**src/rtl/falling_grid_engine_pkg.sv**
```systemverilog
// Shared types and constants for the falling-object playfield engine.
package falling_grid_engine_pkg;

  typedef enum logic [2:0] {
    ST_IDLE,
    ST_FALL,
    ST_SPAWN,
    ST_DRAW,
    ST_DONE
  } state_t;

  // Galois feedback taps for the 16-bit spawn LFSR
  localparam logic [15:0] LFSR_TAPS = 16'hB400;
  // Lane select width taken from the low LFSR bits
  localparam int LANE_W = 5;

  function automatic logic [15:0] lfsr_next(input logic [15:0] s);
    return s[0] ? ((s >> 1) ^ LFSR_TAPS) : (s >> 1);
  endfunction

endpackage

```
**src/rtl/falling_grid_engine_if.sv**
```systemverilog
// Pixel stream and draw handshake between the engine, control and vga_adapter.
interface falling_grid_engine_if #(
  parameter int X_W     = 8,
  parameter int Y_W     = 7,
  parameter int COLOR_W = 3
);
  logic               draw_req;
  logic [X_W-1:0]     x;
  logic [Y_W-1:0]     y;
  logic [COLOR_W-1:0] color;
  logic               plot;
  logic               finish_drawing;
  logic               busy;

  modport master (input draw_req, output x, y, color, plot, finish_drawing, busy);
  modport slave  (output draw_req, input x, y, color, plot, finish_drawing, busy);
endinterface

```
**src/rtl/falling_grid_engine_lfsr_spawn.sv**
```systemverilog
// 16-bit Galois LFSR supplying the spawn lane; free-runs while the game is enabled.
module lfsr_spawn
  import falling_grid_engine_pkg::*;
#(
  parameter logic [15:0] SEED = 16'hACE1
) (
  input  logic              clock,
  input  logic              reset,
  input  logic              enable,
  output logic [LANE_W-1:0] lane
);
  logic [15:0] lfsr_q;

  // Advance once per enabled cycle; reload the seed on reset
  always_ff @(posedge clock) begin
    if (reset)       lfsr_q <= SEED;
    else if (enable) lfsr_q <= lfsr_next(lfsr_q);
  end

  assign lane = lfsr_q[LANE_W-1:0];
endmodule

```
**src/rtl/falling_grid_engine.sv**
```systemverilog
// Playfield engine: occupancy grid, fall/spawn updates, catch/miss scoring and
// full-frame pixel streaming. Fall/spawn are deferred while a frame is drawn.
module falling_grid_engine
  import falling_grid_engine_pkg::*;
#(
  parameter int                 COLS      = 20,
  parameter int                 ROWS      = 15,
  parameter int                 CELL      = 8,
  parameter int                 X_W       = 8,
  parameter int                 Y_W       = 7,
  parameter int                 COLOR_W   = 3,
  parameter logic [COLOR_W-1:0] OBJ_COLOR = 3'b110,
  parameter logic [COLOR_W-1:0] BG_COLOR  = 3'b000,
  parameter logic [15:0]        SEED      = 16'hACE1,
  parameter int                 CNT_W     = 8
) (
  input  logic                 clock,
  input  logic                 reset,
  input  logic                 enable,
  input  logic                 fall_tick,
  input  logic                 spawn_tick,
  input  logic [LANE_W-1:0]    player_col,
  falling_grid_engine_if.master pix,
  output logic [CNT_W-1:0]     catch_count,
  output logic [CNT_W-1:0]     miss_count
);
  localparam int CELLS = ROWS * COLS;
  localparam int PX_W  = $clog2(CELL + 1);
  localparam int COL_W = $clog2(COLS + 1);
  localparam int ROW_W = $clog2(ROWS + 1);
  localparam int IDX_W = $clog2(CELLS + 1);

  state_t            st, st_n;
  logic              pend_fall, pend_spawn;
  logic [CELLS-1:0]  grid;          // row r occupies bits [r*COLS +: COLS]
  logic [PX_W-1:0]   px_q, py_q;
  logic [COL_W-1:0]  col_q;
  logic [ROW_W-1:0]  row_q;
  logic [LANE_W-1:0] lane;
  logic              last_pix;
  logic [COLS-1:0]   bottom, pmask;
  logic [IDX_W-1:0]  cell_idx;

  function automatic int unsigned popcount(input logic [COLS-1:0] v);
    int unsigned n = 0;
    for (int i = 0; i < COLS; i++) n += 32'(v[i]);
    return n;
  endfunction

  // Counters stick at all-ones instead of wrapping
  function automatic logic [CNT_W-1:0] sat_add(input logic [CNT_W-1:0] a, input int unsigned inc);
    int unsigned s = 32'(a) + inc;
    return (s > (2**CNT_W - 1)) ? '1 : CNT_W'(s);
  endfunction

  lfsr_spawn #(.SEED(SEED)) u_lfsr (
    .clock  (clock),
    .reset  (reset),
    .enable (enable),
    .lane   (lane)
  );

  assign bottom   = grid[CELLS-1 -: COLS];
  // An out-of-range catcher lane catches nothing, so every bottom bit is a miss
  assign pmask    = ({1'b0, player_col} < 6'(COLS)) ? (COLS'(1) << player_col) : '0;
  assign last_pix = (px_q == PX_W'(CELL-1)) && (py_q == PX_W'(CELL-1)) &&
                    (col_q == COL_W'(COLS-1)) && (row_q == ROW_W'(ROWS-1));
  assign cell_idx = IDX_W'(32'(row_q) * COLS + 32'(col_q));
  assign pix.busy = (st != ST_IDLE);

  // State register
  always_ff @(posedge clock) begin
    if (reset) st <= ST_IDLE;
    else       st <= st_n;
  end

  // Next state: pending fall beats pending spawn beats a new draw request
  always_comb begin
    st_n = st;
    case (st)
      ST_IDLE: begin
        if (pend_fall)         st_n = ST_FALL;
        else if (pend_spawn)   st_n = ST_SPAWN;
        else if (pix.draw_req) st_n = ST_DRAW;
      end
      ST_FALL, ST_SPAWN: st_n = ST_IDLE;
      ST_DRAW: if (last_pix) st_n = ST_DONE;
      ST_DONE: st_n = ST_IDLE;
      default: st_n = ST_IDLE;
    endcase
  end

  // Latch enabled ticks; a new tick wins over the clear in its service cycle
  always_ff @(posedge clock) begin
    if (reset) begin
      pend_fall  <= 1'b0;
      pend_spawn <= 1'b0;
    end else begin
      pend_fall  <= (pend_fall  && (st != ST_FALL))  || (enable && fall_tick);
      pend_spawn <= (pend_spawn && (st != ST_SPAWN)) || (enable && spawn_tick);
    end
  end

  // Grid shift/spawn and scoring of the row leaving the bottom
  always_ff @(posedge clock) begin
    if (reset) begin
      grid        <= '0;
      catch_count <= '0;
      miss_count  <= '0;
    end else if (st == ST_FALL) begin
      grid        <= {grid[CELLS-COLS-1:0], {COLS{1'b0}}};
      catch_count <= sat_add(catch_count, popcount(bottom & pmask));
      miss_count  <= sat_add(miss_count, popcount(bottom & ~pmask));
    end else if ((st == ST_SPAWN) && ({1'b0, lane} < 6'(COLS))) begin
      grid[lane] <= 1'b1;
    end
  end

  // Pixel walk (px fastest, then py, col, row) with registered outputs
  always_ff @(posedge clock) begin
    if (reset) begin
      px_q <= '0;  py_q <= '0;  col_q <= '0;  row_q <= '0;
      pix.x <= '0;  pix.y <= '0;  pix.color <= '0;
      pix.plot <= 1'b0;
      pix.finish_drawing <= 1'b0;
    end else begin
      pix.plot           <= 1'b0;
      pix.finish_drawing <= (st == ST_DONE);
      if (st == ST_DRAW) begin
        pix.x     <= X_W'(32'(col_q) * CELL + 32'(px_q));
        pix.y     <= Y_W'(32'(row_q) * CELL + 32'(py_q));
        pix.color <= grid[cell_idx] ? OBJ_COLOR : BG_COLOR;
        pix.plot  <= 1'b1;
        if (px_q == PX_W'(CELL-1)) begin
          px_q <= '0;
          if (py_q == PX_W'(CELL-1)) begin
            py_q <= '0;
            if (col_q == COL_W'(COLS-1)) begin
              col_q <= '0;
              row_q <= (row_q == ROW_W'(ROWS-1)) ? '0 : row_q + 1'b1;
            end else begin
              col_q <= col_q + 1'b1;
            end
          end else begin
            py_q <= py_q + 1'b1;
          end
        end else begin
          px_q <= px_q + 1'b1;
        end
      end
    end
  end
endmodule

```
**src/flat_wrapper.sv**
```systemverilog
// flat-port wrapper written by rule: the top's interface ports become plain ports
module falling_grid_engine_flat import falling_grid_engine_pkg::*;
#(
  parameter int                 COLS      = 20,
  parameter int                 ROWS      = 15,
  parameter int                 CELL      = 8,
  parameter int                 X_W       = 8,
  parameter int                 Y_W       = 7,
  parameter int                 COLOR_W   = 3,
  parameter logic [COLOR_W-1:0] OBJ_COLOR = 3'b110,
  parameter logic [COLOR_W-1:0] BG_COLOR  = 3'b000,
  parameter logic [15:0]        SEED      = 16'hACE1,
  parameter int                 CNT_W     = 8
)
  (clock, reset, enable, fall_tick, spawn_tick, player_col, catch_count, miss_count, pix_draw_req, pix_x, pix_y, pix_color, pix_plot, pix_finish_drawing, pix_busy);
  falling_grid_engine_if #(.X_W(X_W), .Y_W(Y_W), .COLOR_W(COLOR_W)) pix_i ();
  input  logic clock;
  input  logic reset;
  input  logic enable;
  input  logic fall_tick;
  input  logic spawn_tick;
  input  logic [LANE_W-1:0] player_col;
  output logic [CNT_W-1:0] catch_count;
  output logic [CNT_W-1:0] miss_count;
  input wire logic [$bits(pix_i.draw_req)-1:0] pix_draw_req;
  output wire logic [$bits(pix_i.x)-1:0] pix_x;
  output wire logic [$bits(pix_i.y)-1:0] pix_y;
  output wire logic [$bits(pix_i.color)-1:0] pix_color;
  output wire logic [$bits(pix_i.plot)-1:0] pix_plot;
  output wire logic [$bits(pix_i.finish_drawing)-1:0] pix_finish_drawing;
  output wire logic [$bits(pix_i.busy)-1:0] pix_busy;
  assign pix_i.draw_req = pix_draw_req;
  assign pix_x = pix_i.x;
  assign pix_y = pix_i.y;
  assign pix_color = pix_i.color;
  assign pix_plot = pix_i.plot;
  assign pix_finish_drawing = pix_i.finish_drawing;
  assign pix_busy = pix_i.busy;
  falling_grid_engine #(.COLS(COLS), .ROWS(ROWS), .CELL(CELL), .X_W(X_W), .Y_W(Y_W), .COLOR_W(COLOR_W), .OBJ_COLOR(OBJ_COLOR), .BG_COLOR(BG_COLOR), .SEED(SEED), .CNT_W(CNT_W)) u_core (.clock(clock), .reset(reset), .enable(enable), .fall_tick(fall_tick), .spawn_tick(spawn_tick), .player_col(player_col), .pix(pix_i), .catch_count(catch_count), .miss_count(miss_count));
endmodule
```
**config.mk**
```make
export PLATFORM = sky130hd
export DESIGN_NAME = falling_grid_engine_flat
export DESIGN_NICKNAME = d
export VERILOG_FILES = /design/src/rtl/falling_grid_engine_pkg.sv /design/src/rtl/falling_grid_engine_if.sv /design/src/rtl/falling_grid_engine_lfsr_spawn.sv /design/src/rtl/falling_grid_engine.sv /design/src/flat_wrapper.sv
export SDC_FILE = /design/constraint.sdc
export NUM_CORES = 1
export LEC_CHECK = 0
export CORE_MARGIN = 1.5
export CORE_UTILIZATION = 40
export DETAILED_ROUTE_END_ITERATION = 10
export DONT_BUFFER_PORTS = 1
export HOLD_SLACK_MARGIN = 0.1
export PLACE_DENSITY = 0.56
export RECOVER_POWER = 25
export SYNTH_ARGS = -nofsm -noshare
export SYNTH_HDL_FRONTEND = slang
export SYNTH_SLANG_ARGS = --single-unit
```
**constraint.sdc**
```tcl
create_clock -name clock -period 12.1 [get_ports clock]
set_input_delay 1.21 -clock clock [delete_from_list [all_inputs] [get_ports clock]]
set_output_delay 1.21 -clock clock [all_outputs]
set_load 0.01 [all_outputs]
```
==> flow_metrics.tcl <==
set metrics [dict create \
    fin_nets 2058 \
    detail-route-antenna-nets 0 \
    cts_resized 0 \
    cts_tree "done" \
    synth-async-reset-ratio_pct 0 \
    chipWidth_um 212.7 \
    netlist.area_leader.share_pct 42.36 \
    design.die.area_mm2 0.04522 \
    synth.lib_cells_used.distinct 61 \
    wl_per_instance_um 16.85 \
    clk_pin_slew_worst_paths_ns 0.06 \
    root_buffer "sky130_fd_sc_hd__clkbuf_16" \
    insertion_delay_ns 0.57 \
    final_design_area_no_fill_mm2 0.01909 \
    drt_pre_antenna_iters 5 \
    htree_levels 2 \
    chipHeight_um 212.7 \
    power.leakage_uw 0.006416 \
    violated_checks "max-capacitance violations, max-slew violations" \
    initial_util_pct 40.64 \
    worst_ir_drop_vdd_mv 0.1114 \
    max_fanout_on_critical_path 9 \
    synth_warnings 0 \
    core_area_mm2 0.04327 \
    mappedNetlistNets 2157 \
    synth_edf_count 0 \
    data_required_time_of_the_critical_path_ns 12.46 \
    grt.overflow.total 0 \
    final-setup-viol-count 0 \
    grt_pass1_wl_mm 71.79 \
    avgViaCountPerCell 5.400 \
    finalCritPeriodShare_pct 53.90 \
    hold_buffers 0 \
    synth.yosys.seq_area_share_pct 42.36 \
    report.final.slew_viol_count 230 \
    timing.critical_path.to_type "register" \
    synthToLayoutAreaGrowth_pct 8.582 \
    placementRows 76 \
    crit_type "input pin to register" \
    hold_viol_final 0 \
    fin_crit_ns 6.522 \
    synthesis.area_mm2 0.01758 \
    post_synth.cell_area_avg_um2 8.527 \
    placer_congestion_estimate 0.8189 \
    syn-instance-count 2062 \
    slew_headroom_pct -116.5 \
    first_global_vias 13360 \
    buffer_ports.inserted 0 \
    synth_flop_cell "sky130_fd_sc_hd__dfxtp_1" \
    fill_cells 4336 \
    synthDominantAreaCellType "sky130_fd_sc_hd__dfxtp_1" \
    worstHoldPathType "register to register" \
    wl_mm 43.45 \
    most-common-layout-cells "sky130_fd_sc_hd__nand2_1 (623), sky130_fd_sc_hd__dfxtp_1 (371), sky130_fd_sc_hd__a21oi_1 (334)" \
    clock_tree_buf_depth 3 \
    grt_antenna_before_repair 0 \
    worst-slew-pin-transition_ns 3.247 \
    most_frequent_standard_cell_in_the_layout_excluding_fill_and_tap_cells "sky130_fd_sc_hd__nand2_1" \
    timing.clock.skew_ns 0.01584 \
    track_usage_pct 19.69 \
    fmax_ghz 0.1533 \
    ys_seq_elements 372 \
    insertedDiodeCount 0 \
    drt_iter0_markers 1108 \
    post_cts.repair.setup_buffers 0 \
    drv_cap 4 \
    via_count 13930 \
    placed_instance_area_mm2 0.01778 \
    grt_max_degree 356 \
    cp_data_arrival_time_ns 6.88 \
    ios 48 \
    post-route-drc-count 0 \
    number_of_buffers_created_by_cts 40 \
    grt_setup_unrepaired "false" \
    timing.critical_path.from_type "input pin" \
    drive_above_1_share_pct 6.520 \
    worst_slack_ns 5.578 \
    run_status "complete, but fails checks" \
    tns_ns 0 \
    dp_slack_ns 5.111 \
    dp_hpwl_mm 27.13 \
    cellPowerDensity_mw_per_mm2 139.1 \
    clock_sink_count 372 \
    synthTopCellsByArea "sky130_fd_sc_hd__dfxtp_1 (42%), sky130_fd_sc_hd__nand2_1 (13%), sky130_fd_sc_hd__a21oi_1 (9.5%), sky130_fd_sc_hd__mux4_2 (6.7%), sky130_fd_sc_hd__ha_1 (3.8%)" \
]
[cells by family after synthesis]
family	count (synthesis)	synth area share, %
xor+xnor	29	1.487
mux	107	10.35
fa+ha+maj	84	7.259
other cells	1	0.02133
flops	372	42.36
buf+inv	193	4.611
compound gates	468	15.21
simple gates	808	18.69
[layout make-up]
class	instances	area [um^2]	area share [%]
clock buffer	68	1246	6.528
inverter	40	150.1	0.7865
sequential	372	7451	39.03
clock inverter	5	80.08	0.4195
multi-input combinational	1497	9324	48.84
tap	585	732.0	3.834
timing repair buffer	12	107.6	0.5636
[per-layer routing]
layer  routed length (um)  share of wire, %  track usage (%)  vias to the layer above
li1                     -                 -                -                     6857
met1                20710                48            27.58                     6741
met2                19850                46            31.09                      248
met3                 1734               4.0            2.795                       81
met4                 1150               2.6            6.750                        0
met5                    0                 0                0                        -
[sequential cells by signal, indices dropped and copies added, names as in the netlist]
register and count:
u_core.grid 300, u_core.miss_count 8, u_core.u_lfsr.lfsr_q 16, u_core.pix.color 1, u_core.catch_count 8, u_core.pix.finish_drawing 1, u_core.st 3, u_core.pix.plot 1
u_core.px_q 4, u_core.pend_spawn 1, u_core.row_q 4, u_core.pix.y 7, u_core.pix.x 8, u_core.py_q 4, u_core.pend_fall 1, u_core.col_q 5
[synth_stat cells (10+ instances only)]
cell,number
sky130_fd_sc_hd__and3_1,10
sky130_fd_sc_hd__xnor2_1,17
sky130_fd_sc_hd__fa_1,30
sky130_fd_sc_hd__a22oi_1,13
sky130_fd_sc_hd__nor2b_1,19
sky130_fd_sc_hd__mux2i_1,48
sky130_fd_sc_hd__a211oi_1,21
sky130_fd_sc_hd__clkbuf_1,122
sky130_fd_sc_hd__o21ai_0,29
sky130_fd_sc_hd__a21oi_1,334
sky130_fd_sc_hd__dfxtp_1,372
sky130_fd_sc_hd__nand3_1,25
sky130_fd_sc_hd__ha_1,54
sky130_fd_sc_hd__xor2_1,11
sky130_fd_sc_hd__nor3_1,14
sky130_fd_sc_hd__buf_2,15
sky130_fd_sc_hd__mux4_2,52
sky130_fd_sc_hd__nand2_1,623
sky130_fd_sc_hd__inv_1,40
sky130_fd_sc_hd__nor2_1,76
sky130_fd_sc_hd__o221ai_1,13
[worst max-delay path, cell delays in order]
cell	delay, ns
sky130_fd_sc_hd__nor2_1	0.41
sky130_fd_sc_hd__and3_1	0.25
sky130_fd_sc_hd__ha_1	0.23
sky130_fd_sc_hd__inv_1	0.08
sky130_fd_sc_hd__fa_1	0.42
sky130_fd_sc_hd__fa_1	0.53
sky130_fd_sc_hd__fa_1	0.52
sky130_fd_sc_hd__fa_1	0.54
sky130_fd_sc_hd__inv_1	0.05
sky130_fd_sc_hd__fa_1	0.48
sky130_fd_sc_hd__ha_1	0.24
sky130_fd_sc_hd__fa_1	0.41
sky130_fd_sc_hd__a21o_1	0.17
sky130_fd_sc_hd__a21oi_1	0.22
sky130_fd_sc_hd__o21bai_1	0.10
sky130_fd_sc_hd__a21oi_1	0.24
sky130_fd_sc_hd__o21bai_1	0.13
sky130_fd_sc_hd__a21oi_1	0.49
sky130_fd_sc_hd__a221oi_1	0.15
[path summary, 6_finish.rpt]
kind / startpoint / end / slack [ns] / cells past startpoint
min reg2reg: u_core.u_lfsr.lfsr_q[7] / u_core.u_lfsr.lfsr_q[6] / 0.46 / 1
max reg2reg: u_core.col_q[0] / u_core.pix.color[1] / 5.79 / 7
min: u_core.u_lfsr.lfsr_q[7] / u_core.u_lfsr.lfsr_q[6] / 0.46 / 1
max: player_col[0] / u_core.catch_count[0] / 5.58 / 19
[stage by stage]
| stage | cells | total power (uW) | hold slack (ns) | utilization (%) |
|---|---|---|---|---|
| 2_1_floorplan | 2062 | 1431 | 0.4314 | - |
| 3_3_place_gp | 2506 | 1448 | 0.4385 | 41.10 |
| 3_5_place_dp | 2506 | 1450 | 0.4466 | 41.10 |
| 4_1_cts | 2579 | 2692 | 0.4634 | 44.17 |
| 5_1_grt | 2579 | 2760 | 0.4784 | 44.12 |
| 6_report | 2579 | 2655 | 0.4597 | 44.12 |
[where the power goes]
group          switching (uW)  leakage, uW  internal (uW)
combinational             128      0.00276           35.8
sequential               18.1      0.00300           1240
clock                     510     0.000649            724
total                     656      0.00642           2000
Power figures use the tool's default switching activity.
